===== config.mk =====
export PLATFORM = sky130hd
export DESIGN_NAME = ofdm_symbol_framer
export DESIGN_NICKNAME = d
export VERILOG_FILES = /design/src/rtl/ofdm_symbol_framer.sv
export SDC_FILE = /design/constraint.sdc
export NUM_CORES = 1
export LEC_CHECK = 0
export CAP_MARGIN = 20
export CELL_PAD_IN_SITES_DETAIL_PLACEMENT = 1
export CELL_PAD_IN_SITES_GLOBAL_PLACEMENT = 1
export CORE_MARGIN = 10
export CORE_UTILIZATION = 40
export DETAILED_ROUTE_END_ITERATION = 6
export PLACE_DENSITY = 0.84
export SETUP_SLACK_MARGIN = 0.4
export SYNTH_ARGS = -nofsm -noshare
export SYNTH_HDL_FRONTEND = slang
export SYNTH_SLANG_ARGS = --single-unit
export TNS_END_PERCENT = 100

===== constraint.sdc =====
create_clock -name ce_clk -period 6.55 [get_ports ce_clk]
set_input_delay 1.31 -clock ce_clk [delete_from_list [all_inputs] [get_ports ce_clk]]
set_output_delay 1.31 -clock ce_clk [all_outputs]
set_load 0.05 [all_outputs]

===== src/rtl/ofdm_symbol_framer.sv =====
// Trigger-driven framer: drops an offset, then emits frame_len-sample frames with gap_len samples removed between them.
// Zero-latency pass-through in FRAME (o_tready stalls the input); samples outside frames are consumed at full rate.
module ofdm_symbol_framer #(
  parameter int WIDTH    = 32,
  parameter int NUM_CHAN = 1,
  parameter int SR_BASE  = 16,
  parameter int CNT_W    = 16
) (
  input  logic                      ce_clk,
  input  logic                      ce_rst_n,
  input  logic                      set_stb,
  input  logic [7:0]                set_addr,
  input  logic [31:0]               set_data,
  input  logic [WIDTH*NUM_CHAN-1:0] i_tdata,
  input  logic                      i_tuser,
  input  logic                      i_tvalid,
  output logic                      i_tready,
  output logic [WIDTH*NUM_CHAN-1:0] o_tdata,
  output logic                      o_tlast,
  output logic                      o_sof,
  output logic                      o_tvalid,
  input  logic                      o_tready,
  output logic                      o_busy,
  output logic [CNT_W-1:0]          o_frame_idx
);

  typedef enum logic [1:0] {S_IDLE, S_OFFSET, S_FRAME, S_GAP} state_t;

  localparam logic [7:0] LP_A_FLEN  = 8'(SR_BASE);
  localparam logic [7:0] LP_A_GAP   = 8'(SR_BASE + 1);
  localparam logic [7:0] LP_A_OFF   = 8'(SR_BASE + 2);
  localparam logic [7:0] LP_A_MAX   = 8'(SR_BASE + 3);
  localparam logic [7:0] LP_A_MODE  = 8'(SR_BASE + 4);
  localparam logic [7:0] LP_A_ABORT = 8'(SR_BASE + 5);
  localparam logic [CNT_W-1:0] LP_ONE = CNT_W'(1);

  // Shadow (written by settings bus) and active (latched on trigger) configuration
  logic [CNT_W-1:0] r_sh_flen, r_sh_gap, r_sh_off, r_sh_max;
  logic [1:0]       r_sh_mode;
  logic [CNT_W-1:0] r_flen, r_gap, r_off, r_max;
  logic             r_cont, r_retrig;

  state_t           r_state, w_state_nxt;
  logic [CNT_W-1:0] r_cnt, w_cnt_nxt;
  logic [CNT_W-1:0] r_fidx, w_fidx_nxt;
  logic             r_abort_pend, w_pend_nxt;
  logic             w_latch;

  logic             w_abort, w_trig, w_trig_fwd, w_in_frame, w_beat;
  logic             w_last, w_done, w_pend, w_cont;
  logic [CNT_W-1:0] w_sh_flen_fix, w_sh_max_fix;
  logic [CNT_W-1:0] w_flen, w_gap, w_max, w_smp, w_fidx, w_fidx_inc;
  logic             w_unused;

  assign w_unused      = &{1'b0, set_data};
  assign w_abort       = set_stb && (set_addr == LP_A_ABORT);
  assign w_sh_flen_fix = (r_sh_flen == '0) ? LP_ONE : r_sh_flen;
  assign w_sh_max_fix  = (r_sh_max == '0) ? LP_ONE : r_sh_max;

  // A trigger beat acts on the shadow config; with zero offset it is already frame sample 0.
  assign w_trig     = i_tvalid && i_tuser && !w_abort &&
                      ((r_state == S_IDLE) ||
                       (r_retrig && ((r_state == S_OFFSET) || (r_state == S_GAP))));
  assign w_trig_fwd = w_trig && (r_sh_off == '0);
  assign w_in_frame = (r_state == S_FRAME) || w_trig_fwd;

  assign i_tready = ce_rst_n && (w_in_frame ? o_tready : 1'b1);
  assign w_beat   = i_tvalid && i_tready;

  assign w_flen     = w_trig ? w_sh_flen_fix : r_flen;
  assign w_gap      = w_trig ? r_sh_gap      : r_gap;
  assign w_max      = w_trig ? w_sh_max_fix  : r_max;
  assign w_cont     = w_trig ? r_sh_mode[0]  : r_cont;
  assign w_smp      = w_trig ? '0 : r_cnt;
  assign w_fidx     = w_trig ? '0 : r_fidx;
  assign w_fidx_inc = w_fidx + LP_ONE;
  assign w_last     = (w_smp == (w_flen - LP_ONE));
  assign w_pend     = (r_state == S_FRAME) && (r_abort_pend || w_abort);
  assign w_done     = w_pend || (!w_cont && (w_fidx_inc == w_max));

  assign o_tdata     = i_tdata;
  assign o_tvalid    = ce_rst_n && w_in_frame && i_tvalid;
  assign o_sof       = o_tvalid && (w_smp == '0);
  assign o_tlast     = o_tvalid && w_last;
  assign o_busy      = (r_state != S_IDLE);
  assign o_frame_idx = r_fidx;

  always_comb begin
    w_state_nxt = r_state;
    w_cnt_nxt   = r_cnt;
    w_fidx_nxt  = r_fidx;
    w_pend_nxt  = r_abort_pend;
    w_latch     = 1'b0;
    if (w_abort && (r_state == S_FRAME)) begin
      w_pend_nxt = 1'b1;
    end
    if (w_abort && (r_state != S_FRAME)) begin
      w_state_nxt = S_IDLE;
      w_cnt_nxt   = '0;
      w_pend_nxt  = 1'b0;
    end else if (w_beat) begin
      if (w_trig) begin
        w_latch    = 1'b1;
        w_fidx_nxt = '0;
        w_cnt_nxt  = '0;
        w_pend_nxt = 1'b0;
        if (!w_trig_fwd) begin
          if (r_sh_off == LP_ONE) begin
            w_state_nxt = S_FRAME;
          end else begin
            w_state_nxt = S_OFFSET;
            w_cnt_nxt   = LP_ONE;
          end
        end
      end
      if (w_in_frame) begin
        if (w_last) begin
          w_fidx_nxt = w_fidx_inc;
          w_cnt_nxt  = '0;
          if (w_done) begin
            w_state_nxt = S_IDLE;
            w_pend_nxt  = 1'b0;
          end else if (w_gap == '0) begin
            w_state_nxt = S_FRAME;
          end else begin
            w_state_nxt = S_GAP;
          end
        end else begin
          w_state_nxt = S_FRAME;
          w_cnt_nxt   = w_smp + LP_ONE;
        end
      end else if (!w_trig) begin
        case (r_state)
          S_OFFSET: begin
            if (r_cnt == (r_off - LP_ONE)) begin
              w_state_nxt = S_FRAME;
              w_cnt_nxt   = '0;
            end else begin
              w_cnt_nxt = r_cnt + LP_ONE;
            end
          end
          S_GAP: begin
            if (r_cnt == (r_gap - LP_ONE)) begin
              w_state_nxt = S_FRAME;
              w_cnt_nxt   = '0;
            end else begin
              w_cnt_nxt = r_cnt + LP_ONE;
            end
          end
          default: ;
        endcase
      end
    end
  end

  always_ff @(posedge ce_clk or negedge ce_rst_n) begin
    if (!ce_rst_n) begin
      r_state      <= S_IDLE;
      r_cnt        <= '0;
      r_fidx       <= '0;
      r_abort_pend <= 1'b0;
    end else begin
      r_state      <= w_state_nxt;
      r_cnt        <= w_cnt_nxt;
      r_fidx       <= w_fidx_nxt;
      r_abort_pend <= w_pend_nxt;
    end
  end

  // Trigger latches the pre-write shadow values, so a same-cycle write lands in the next burst.
  always_ff @(posedge ce_clk or negedge ce_rst_n) begin
    if (!ce_rst_n) begin
      r_sh_flen <= CNT_W'(64);
      r_sh_gap  <= CNT_W'(16);
      r_sh_off  <= '0;
      r_sh_max  <= LP_ONE;
      r_sh_mode <= 2'b00;
      r_flen    <= CNT_W'(64);
      r_gap     <= CNT_W'(16);
      r_off     <= '0;
      r_max     <= LP_ONE;
      r_cont    <= 1'b0;
      r_retrig  <= 1'b0;
    end else begin
      if (w_latch) begin
        r_flen   <= w_sh_flen_fix;
        r_gap    <= r_sh_gap;
        r_off    <= r_sh_off;
        r_max    <= w_sh_max_fix;
        r_cont   <= r_sh_mode[0];
        r_retrig <= r_sh_mode[1];
      end
      if (set_stb) begin
        case (set_addr)
          LP_A_FLEN: r_sh_flen <= set_data[CNT_W-1:0];
          LP_A_GAP:  r_sh_gap  <= set_data[CNT_W-1:0];
          LP_A_OFF:  r_sh_off  <= set_data[CNT_W-1:0];
          LP_A_MAX:  r_sh_max  <= set_data[CNT_W-1:0];
          LP_A_MODE: r_sh_mode <= set_data[1:0];
          default: ;
        endcase
      end
    end
  end

endmodule


Word level (Yosys, flattened, before mapping). Index checks and enable logic that the tools add are counted.

Register bits after elaboration: 167. Word-level logic and storage cells: 119. Bits in latches: 0. Bits in writable memories: 0. Memories kept: 0. Memory bits (read-only): 0. Output and inout bits: 53.

Divide/modulo/power cells: 0. Shifts and indexed selects: 0. Muxes and demuxes: 45. Add/sub/neg operators: 6. Equality and inequality tests: 15. Order comparisons: 0. Multiply operators: 0. Reductions and logical operators: 37. Bitwise gates (word level): 1.

Operators by type and width (number): 16-bit 2-to-1 mux (17); 16-bit logical NOT (5); 16-bit equality test (4); 16-bit by 1-bit adder with 16-bit output (second input constant) (3); 8-bit by 5-bit equality test with 1-bit output (second input constant) (6); 16-bit by 1-bit subtractor with 16-bit output (second input constant) (3); 16-bit case mux with 2 select lines (1); 2-bit 2-to-1 mux (11); 16-bit by 1-bit equality test with 1-bit output (second input constant) (1); 1-bit logical AND (16); 1-bit 2-to-1 mux (15); 2-bit AND reduction (6); 1-bit logical OR (5); 2-bit equality test (second input constant) (2); 2-bit case mux with 2 select lines (1); 2-bit nonzero test (2); 2-bit by 1-bit equality test with 1-bit output (second input constant) (1); 1-bit logical NOT (2); 2-bit logical NOT (1); 2-bit != test (second input constant) (1); 1-bit inverter (1).

Logic depth before layout (Yosys ltp). Gate-level depths: netlist of the first run.

Depth after elaboration: 15. Depth in mapped cells: 22. Mapped depth without buffers: 16.

Least setup slack after synthesis of the first run. Ideal clock, no wire load.

Path kind: input -> output. Start point: input set_addr[3]. End point: output o_tlast. Stages on the path: 16. Arrival time: 5668 ps. Slack: -428 ps. Cell sequence: nor4b_2 -> nand4_1 -> nand2_1 -> clkbuf_1 -> clkbuf_1 -> buf_1 -> mux2i_1 -> ha_1 -> nor3b_1 -> nand3b_1 -> xnor2_1 -> a311oi_2 -> a31oi_2 -> nor4_4 -> and4_1 -> nor2b_1.

Longest elaborated chain between the ends: 10. Elaborated cells on any way between the ends: 14.

Ends and longest elaborated chain: from (decl) (RTL line 12) `input logic [7:0] set_addr,`; 8-bit by 5-bit equality test with 1-bit output * (RTL line 56) `assign w_abort = set_stb && (set_addr == LP_A_ABORT);`; 1-bit logical AND * (RTL line 56); 1-bit logical NOT * (RTL line 61) `assign w_trig = i_tvalid && i_tuser && !w_abort &&`; 1-bit logical AND * (2 in a row) (RTL line 61); parallel branches: the longest is 4 deep, another holds 16-bit by 1-bit subtractor with 16-bit output; 1-bit logical AND * (RTL line 84) `assign o_tlast = o_tvalid && w_last;`; to (decl) (RTL line 19) `output logic o_tlast,`.

Every way passes the cells marked *.

Final worst setup path of the first run.
Start point: input set_stb. End point: output o_tlast.

Longest elaborated chain between the ends: 9. Elaborated cells on any way between the ends: 13.

Ends and longest elaborated chain: from (decl) (RTL line 11) `input logic set_stb,`; 1-bit logical AND * (RTL line 56); 1-bit logical NOT * (RTL line 61); 1-bit logical AND * (2 in a row) (RTL line 61); parallel branches: the longest is 4 deep, another holds 16-bit by 1-bit subtractor with 16-bit output; 1-bit logical AND * (RTL line 84).

Marks and branches as above.

==> results of run 1 <==
[metal layers]
layer,up-vias,track usage (%),wire [µm]
met5,-,0,0
met4,0,13.2,2010
met3,151,3.81,2900
met2,514,37.9,19100
met1,4855,27.0,15000
li1,4008,-,-
[repair_timing]
action                                  in CTS  in global routing
endpoints found under the setup margin       1                  1
setup buffers                                4                  9
hold buffers                                 0                  0
pin swaps                                    4                  5
resized for setup                            7                 11
[where the power goes]
group	total (W)	switching, W	internal [W]	leakage [nW]
Sequential	0.00132	0.000210	0.00112	2.28
Clock	0.00103	0.000516	0.000512	0.285
Combinational	0.00151	0.000885	0.000630	2.81
[Yosys cell counts (7+ instances only)]
master,count
mux2_2,130
nand2_1,79
and4_1,8
o211ai_1,7
xor2_1,24
nor3b_1,7
clkbuf_1,46
nor4_1,33
mux2i_1,7
a21oi_1,34
nand2b_1,9
and3_1,16
inv_1,25
o21ai_0,33
buf_4,33
a21o_1,10
nand3_1,33
buf_2,10
dfrtp_1,161
o22ai_1,8
nor3_1,28
a31oi_1,29
nor2_1,65
nand4_1,24
xnor2_1,67
and2_1,11
nor2b_1,12
[layout by cell type (no fill, tap or decap), types with 9 or more instances in the layout]
| master | n |
|---|---|
| nor2_1 | 64 |
| and2_1 | 11 |
| buf_4 | 31 |
| dfrtp_1 | 161 |
| a21o_1 | 10 |
| nor2b_1 | 9 |
| a31oi_1 | 29 |
| nor3_1 | 28 |
| and3_1 | 16 |
| xor2_1 | 24 |
| clkdlybuf4s50_1 | 41 |
| nand3_1 | 33 |
| mux2_2 | 130 |
| clkbuf_16 | 17 |
| nand2b_1 | 9 |
| nand2_1 | 77 |
| nand4_1 | 24 |
| xnor2_1 | 67 |
| o21ai_0 | 33 |
| a21oi_1 | 33 |
| nor4_1 | 32 |
| inv_1 | 25 |
[stage by stage]
stage,instance area (µm²),hold slack [ns],cells,setup WS (ns)
floorplan,10800,0.475,1097,0.401
global route,12000,0.548,1446,0.392
global placement,11300,0.486,1401,0.210
CTS,11900,0.538,1437,0.435
finish,12000,0.547,1446,0.546
detailed placement,11300,0.496,1401,-0.0933
[how the worst max path moves through the flow]
stage / endpoint / slack (ns)
final: o_tlast / 0.55
after floorplan: o_tlast / 0.40
after global placement: o_tlast / 0.21
after global routing: o_tlast / 0.39
after CTS: o_tlast / 0.44
after detailed placement: o_tlast / -0.09
[layout make-up]
type | count | area [µm²]
Fill cell | 2866 | 14200
Multi-Input combinational cell | 806 | 5990
Sequential cell | 167 | 4190
Timing Repair Buffer | 80 | 749
Clock buffer | 18 | 429
Tap cell | 335 | 419
Clock inverter | 14 | 150
Inverter | 26 | 97.6
[registers in the layout, summed over array words and instances (netlist names), 16 cells and up]
| signal | flops |
|---|---|
| o_frame_idx | 16 |
| r_cnt | 16 |
| r_flen | 16 |
| r_gap | 16 |
| r_max | 16 |
| r_off | 16 |
| r_sh_flen | 16 |
| r_sh_gap | 16 |
| r_sh_max | 16 |
| r_sh_off | 16 |
[kinds of logic (layout without fill, tap and decap cells)]
| group | count (synthesis) | count (layout) | synth area share [%] |
|---|---|---|---|
| AND/OR/NAND/NOR | 380 | 380 | 20.0 |
| flip-flops | 167 | 167 | 39.0 |
| AO/OA/AOI/OAI | 192 | 192 | 12.6 |
| multiplexers | 137 | 137 | 14.3 |
| XOR/XNOR | 91 | 91 | 7.42 |
| buffers and inverters | 124 | 138 | 5.98 |
| adder cells (fa/ha/maj) | 6 | 6 | 0.699 |
==> summary.txt, run 1 <==
Clocking
  – CTS tree: built
  – CTS clk-pin slew, worst paths: 0.08 ns
  – Clock Tree Buf Depth: 2
  – Clk_lat worst skew: 0.45 ns
  – H-tree levels: 4
  – Clock Root Buffer: clkbuf_16
  – CTS sink cnt: 167
  – CTS buffer count: 17

Yosys
  – Mapped Area: 10,700 µm²
  – Cells after Synth: 1,097
  – Warnings from Yosys: 0
  – Number of flops mapped to enable cells by yosys: 0
  – Seq/Total Area, Yosys: 39.0%
  – Primary FF master, synth: dfrtp_1
  – Post-synth cell types: 91
  – Synth area leader: dfrtp_1
  – Syn Nets: 1,181
  – Fraction of registers with async set/reset: 100%
  – Yosys top cell area share: 37.5%
  – Mean Syn Cell Area: 9.79 µm²
  – Synth area leaders: dfrtp_1 (38%), mux2_2 (14%), xnor2_1 (5.5%)
  – Yosys reg bits: 167

Timing
  – Final Hold Fails: 0
  – Final period util: 91.7%
  – Fin Clk Skew: 0.0181 ns
  – Post-route setup TNS: 0 ns
  – Least-Margin Pin Slew: 1.25 ns
  – Final Max Tran Viols: 0
  – Final setup viols: 0
  – Slew headroom: 16.7%
  – Fmax: 167 MHz
  – RSZ-0062 raised after global routing: false
  – Tmin final: 6.00 ns

Job
  – Max-cap viol count: 0

Global routing
  – Total global-route track usage: 22.7%
  – First-pass GRT wire length: 59,900 µm
  – GR Overflow Total: 0
  – Initial antenna violation count: 0
  – Number of global-route vias before repair: 10,100
  – Largest net degree at the start of global routing: 73

Min path
  – Hold Startpoint: r_max[0]$_DFFE_PN1P_
  – Hold depth: 1
  – Worst hold path type: reg -> reg
  – WHS Endpoint: r_max[0]$_DFFE_PN1P_

Run status
  – Status: finished, final reports clean

Floorplan
  – Die width: 184 µm
  – Total core area: 26,200 µm²
  – Initial Utilization: 41.0%
  – Ports: 131
  – Full die area: 33,800 µm²
  – Die Span Y: 184 µm
  – Rows: 59

Setup path
  – R2R Path End: o_frame_idx[0]$_DFFE_PN0P_
  – R2R Path Start: r_sh_flen[3]$_DFFE_PN0P_
  – WP depth: 15
  – Arrival time worst endpoint: 4.69 ns
  – R2r setup slk: 1.87 ns
  – Worst-path maximum fanout: 5
  – CP startpoint kind: input pin
  – CP endpoint kind: output pin
  – Buf+Inv Stages, Crit Path: 2
  – Req. time, crit path: 5.24 ns
  – Crit path cell chain: clkdlybuf4s50_1 -> nor2b_2 -> nand4_1 -> nand2_2 -> mux2i_1 -> ha_2 -> nor3b_4 -> nand3b_1 -> xnor2_1 -> a311oi_2 -> a31oi_4 -> nor4_4 -> and4_4 -> nor2b_4 -> buf_12
  – Crit Path Category: in -> out
  – R2R depth: 15
  – Slowest-stage cell, CP: clkdlybuf4s50_1
  – CP max stage delay: 0.45 ns
  – Worst Setup SP: set_stb
  – Top delay family on crit path: simple AND/OR/NAND/NOR gates

Drt
  – Via Count: 9,528
  – Drt pass-1 iters: 5
  – Vias per cell: 6.59
  – Drc violations: 0
  – DR iter-0 viols: 882
  – Routed wire per std cell: 26.9 µm
  – DRT Wirelength: 38,900 µm
  – Final ANT Viol Nets: 0

Placement
  – GP Congestion: 0.855
  – Post-DP HPWL: 26,200 µm
  – IO buf count: 50

Cells and area
  – Diode count: 0
  – Fraction of layout cells with a size suffix above 1: 22.1%
  – Syn-to-layout area delta: 12.0%
  – Final core occ: 45.9%
  – Nets: 1,182

Power
  – Lkg Pwr: 5.37 nW
  – Peak supply drop: 221 µV
  – Design Power: 0.00387 W
  – PD cells: 322 nW/µm²
No activity file was read; power rests on OpenSTA's default activity.
==> run 2, diff against run 1 <==
CELL_PAD_IN_SITES_GLOBAL_PLACEMENT = 2   (was 1)
CORE_UTILIZATION = 33   (was 40)
==> run 2 against run 1 <==
Die area is 19% higher. Clock skew shrank 0.0078 ns. First-iteration DRC count fell by 34%. Non-clock buffer count is 5 higher. Cell count rose by 7.3%. Setup slack improved by 0.048 ns. Via count down 7.1%. Largest cell class unchanged. Largest power group unchanged.
==> summary.txt, run 2 (synthesized netlist as in run 1, its figures left out) <==
Placement
  – Cell Area, Placed: 11,500 µm² (+1.6%)
  – Pre-CTS setup slack: -0.0109 ns (+0.0824 ns)
  – Post-DP HPWL: 25,700 µm (-2.0%)
  – GP Congestion: 0.837 (-2.1%)
  – IO buf count: 50 (unchanged)

Global routing
  – Total global-route track usage: 17.4% (-5.3 points)
  – Initial antenna violation count: 0 (unchanged)
  – Largest net degree at the start of global routing: 72 (-1.4%)
  – First-pass GRT wire length: 55,400 µm (-7.5%)
  – GR Overflow Total: 0 (unchanged)
  – Number of global-route vias before repair: 9,287 (-7.7%)

Timing
  – Final Worst Setup Slack: 0.594 ns (+0.0482 ns)
  – RSZ-0062 raised after global routing: false
  – Final period util: 90.9% (-0.74 points)
  – Final setup viols: 0 (unchanged)
  – Final Hold Fails: 0 (unchanged)
  – WHS: 0.507 ns (-0.0407 ns)
  – Fmax: 168 MHz (+0.81%)
  – Slew headroom: 26.4% (+9.8 points)
  – Least-Margin Pin Slew: 1.08 ns (-0.172 ns)
  – Fin Clk Skew: 0.0103 ns (-0.00775 ns)
  – Tmin final: 5.96 ns (-0.0482 ns)
  – Final Max Tran Viols: 0 (unchanged)

Clocking
  – CTS tree: built
  – H-tree levels: 4 (unchanged)
  – Clock Tree Buf Depth: 2 (unchanged)
  – Clock Root Buffer: clkbuf_16
  – CTS buffer count: 17 (unchanged)
  – # hold bufs at CTS: 0 (unchanged)
  – Clk_lat worst skew: 0.45 ns (about the same)
  – CTS sink cnt: 167 (unchanged)
  – CTS clk-pin slew, worst paths: 0.07 ns (about the same)

Drt
  – DRT Wirelength: 35,500 µm (-8.8%)
  – Via Count: 8,848 (-7.1%)
  – Vias per cell: 5.70 (-13%)
  – Drt pass-1 iters: 5 (unchanged)
  – DR iter-0 viols: 585 (-34%)
  – Drc violations: 0 (unchanged)
  – Final ANT Viol Nets: 0 (unchanged)
  – Routed wire per std cell: 22.9 µm (-15%)

Cells and area
  – FILL cells: 3,581 (+25%)
  – Nets: 1,187 (+0.42%)
  – Diode count: 0 (unchanged)
  – Register area: 4190 µm² (unchanged)
  – Commonest non-fill, non-tap cell in the layout: dfrtp_1
  – Area occupied by multi-input gates: 5990 µm² (about the same)
  – Final Cell Area: 12,200 µm² (+1.7%)
  – Commonest non-fill, non-tap cells in the layout: dfrtp_1 (161), mux2_2 (130), nand2_1 (76)
  – Final core occ: 38.5% (-7.4 points)
  – Fraction of layout cells with a size suffix above 1: 22.8% (+0.62 points)
  – Syn-to-layout area delta: 13.9%

Setup path
  – R2R depth: 17 (+2)
  – Crit Path Category: in -> out
  – Worst-path maximum fanout: 6 (+1)
  – CP max stage delay: 0.46 ns (about the same)
  – CP endpoint kind: output pin
  – Req. time, crit path: 5.24 ns (about the same)
  – CP startpoint kind: input pin
  – Arrival time worst endpoint: 4.65 ns (-0.04 ns)
  – Crit path cell chain: clkdlybuf4s50_1 -> nor2b_2 -> nand4_1 -> nand2_2 -> mux2i_1 -> ha_2 -> nor3b_4 -> nand3b_1 -> xnor2_2 -> a311oi_2 -> a31oi_4 -> nor4_4 -> and4_4 -> nor2b_4 -> buf_12
  – Slowest-stage cell, CP: clkdlybuf4s50_1

Floorplan
  – Ports: 131 (unchanged)
  – Initial Utilization: 33.8% (-7.2 points)
  – Full die area: 40,200 µm² (+19%)
  – Die Span Y: 200 µm (+9.0%)
  – Die width: 200 µm (+9.0%)
  – Rows: 65 (+10%)
  – Total core area: 31,800 µm² (+21%)

Power
  – Lkg Pwr: 5.41 nW (+0.72%)
  – Peak supply drop: 206 µV (-6.9%)
  – PD cells: 313 nW/µm² (-2.5%)

Job
  – Max-cap viol count: 0 (unchanged)

Min path
  – Hold depth: 1 (unchanged)
  – Worst hold path type: reg -> reg

Run status
  – Status: finished, final reports clean
==> run 2: cell types whose count changed in the layout (fill, tap and decap cells not counted), moves of 2 or more <==
cell	change
inv_8	-2
clkinv_8	-2
bufinv_16	+3
buf_4	+4
==> run 2: area by class of cell <==
cell class	count	area share, %
well taps	435	4.45
flip-flops and latches	167	34.2
multi-input cells	806	49.0
clock buffers	19	3.62
repair buffers	85	6.40
clock inverters	13	1.48
inverters	26	0.798
==> run 2: worst max-delay path: cells and delay by family <==
family / cells / cell delay (ns)
xor+xnor: 1 / 0.18
compound gates: 2 / 0.42
fa+ha+maj: 1 / 0.27
simple gates: 8 / 1.65
mux: 1 / 0.22
buf+inv: 2 / 0.60
==> run 2: per-layer routing <==
metal  up-vias  part of all wire [%]  GRT usage [%]
met1      4568                    47           22.9
met5         -                     0              0
li1       4025                     -              -
met4         0                   2.4           6.03
met3        43                   3.8           2.85
met2       212                    47           28.2
==> run 2: through the flow <==
step | instances | TNS, ns | power [W]
floorplan | 1097 | 0 | 0.00231
global placement | 1508 | 0 | 0.00265
detailed placement | 1508 | -0.0109 | 0.00269
CTS | 1541 | 0 | 0.00381
global route | 1551 | 0 | 0.00405
finish | 1551 | 0 | 0.00383
==> run 2: worst paths after layout <==
path,slack [ns],from,endpoint
min reg2reg,0.51,r_cont$_DFFE_PN0P_,r_cont$_DFFE_PN0P_
max reg2reg,1.78,r_state[0]$_DFFE_PN0P_,o_frame_idx[0]$_DFFE_PN0P_
max,0.59,set_stb,o_tlast
max in group asynchronous,3.77,ce_rst_n,r_max[7]$_DFFE_PN0P_
min,0.51,r_cont$_DFFE_PN0P_,r_cont$_DFFE_PN0P_
min in group asynchronous,0.80,ce_rst_n,r_sh_off[7]$_DFFE_PN0P_
==> run 2: power by group <==
group	switching [W]	total (W)	internal (W)
clock network	0.000472	0.00110	0.000624
logic	0.000816	0.00143	0.000615
registers	0.000190	0.00131	0.00112
total	0.00148	0.00383	0.00235
==> run 2: timing repair <==
action / CTS / global route
buffers inserted: 1 / 9
pin swaps: 1 / 10
gates cloned: 0 / 0
resized for setup: 5 / 13
endpoints found under the hold margin: 0 / 0
endpoints found under the setup margin: 1 / 1
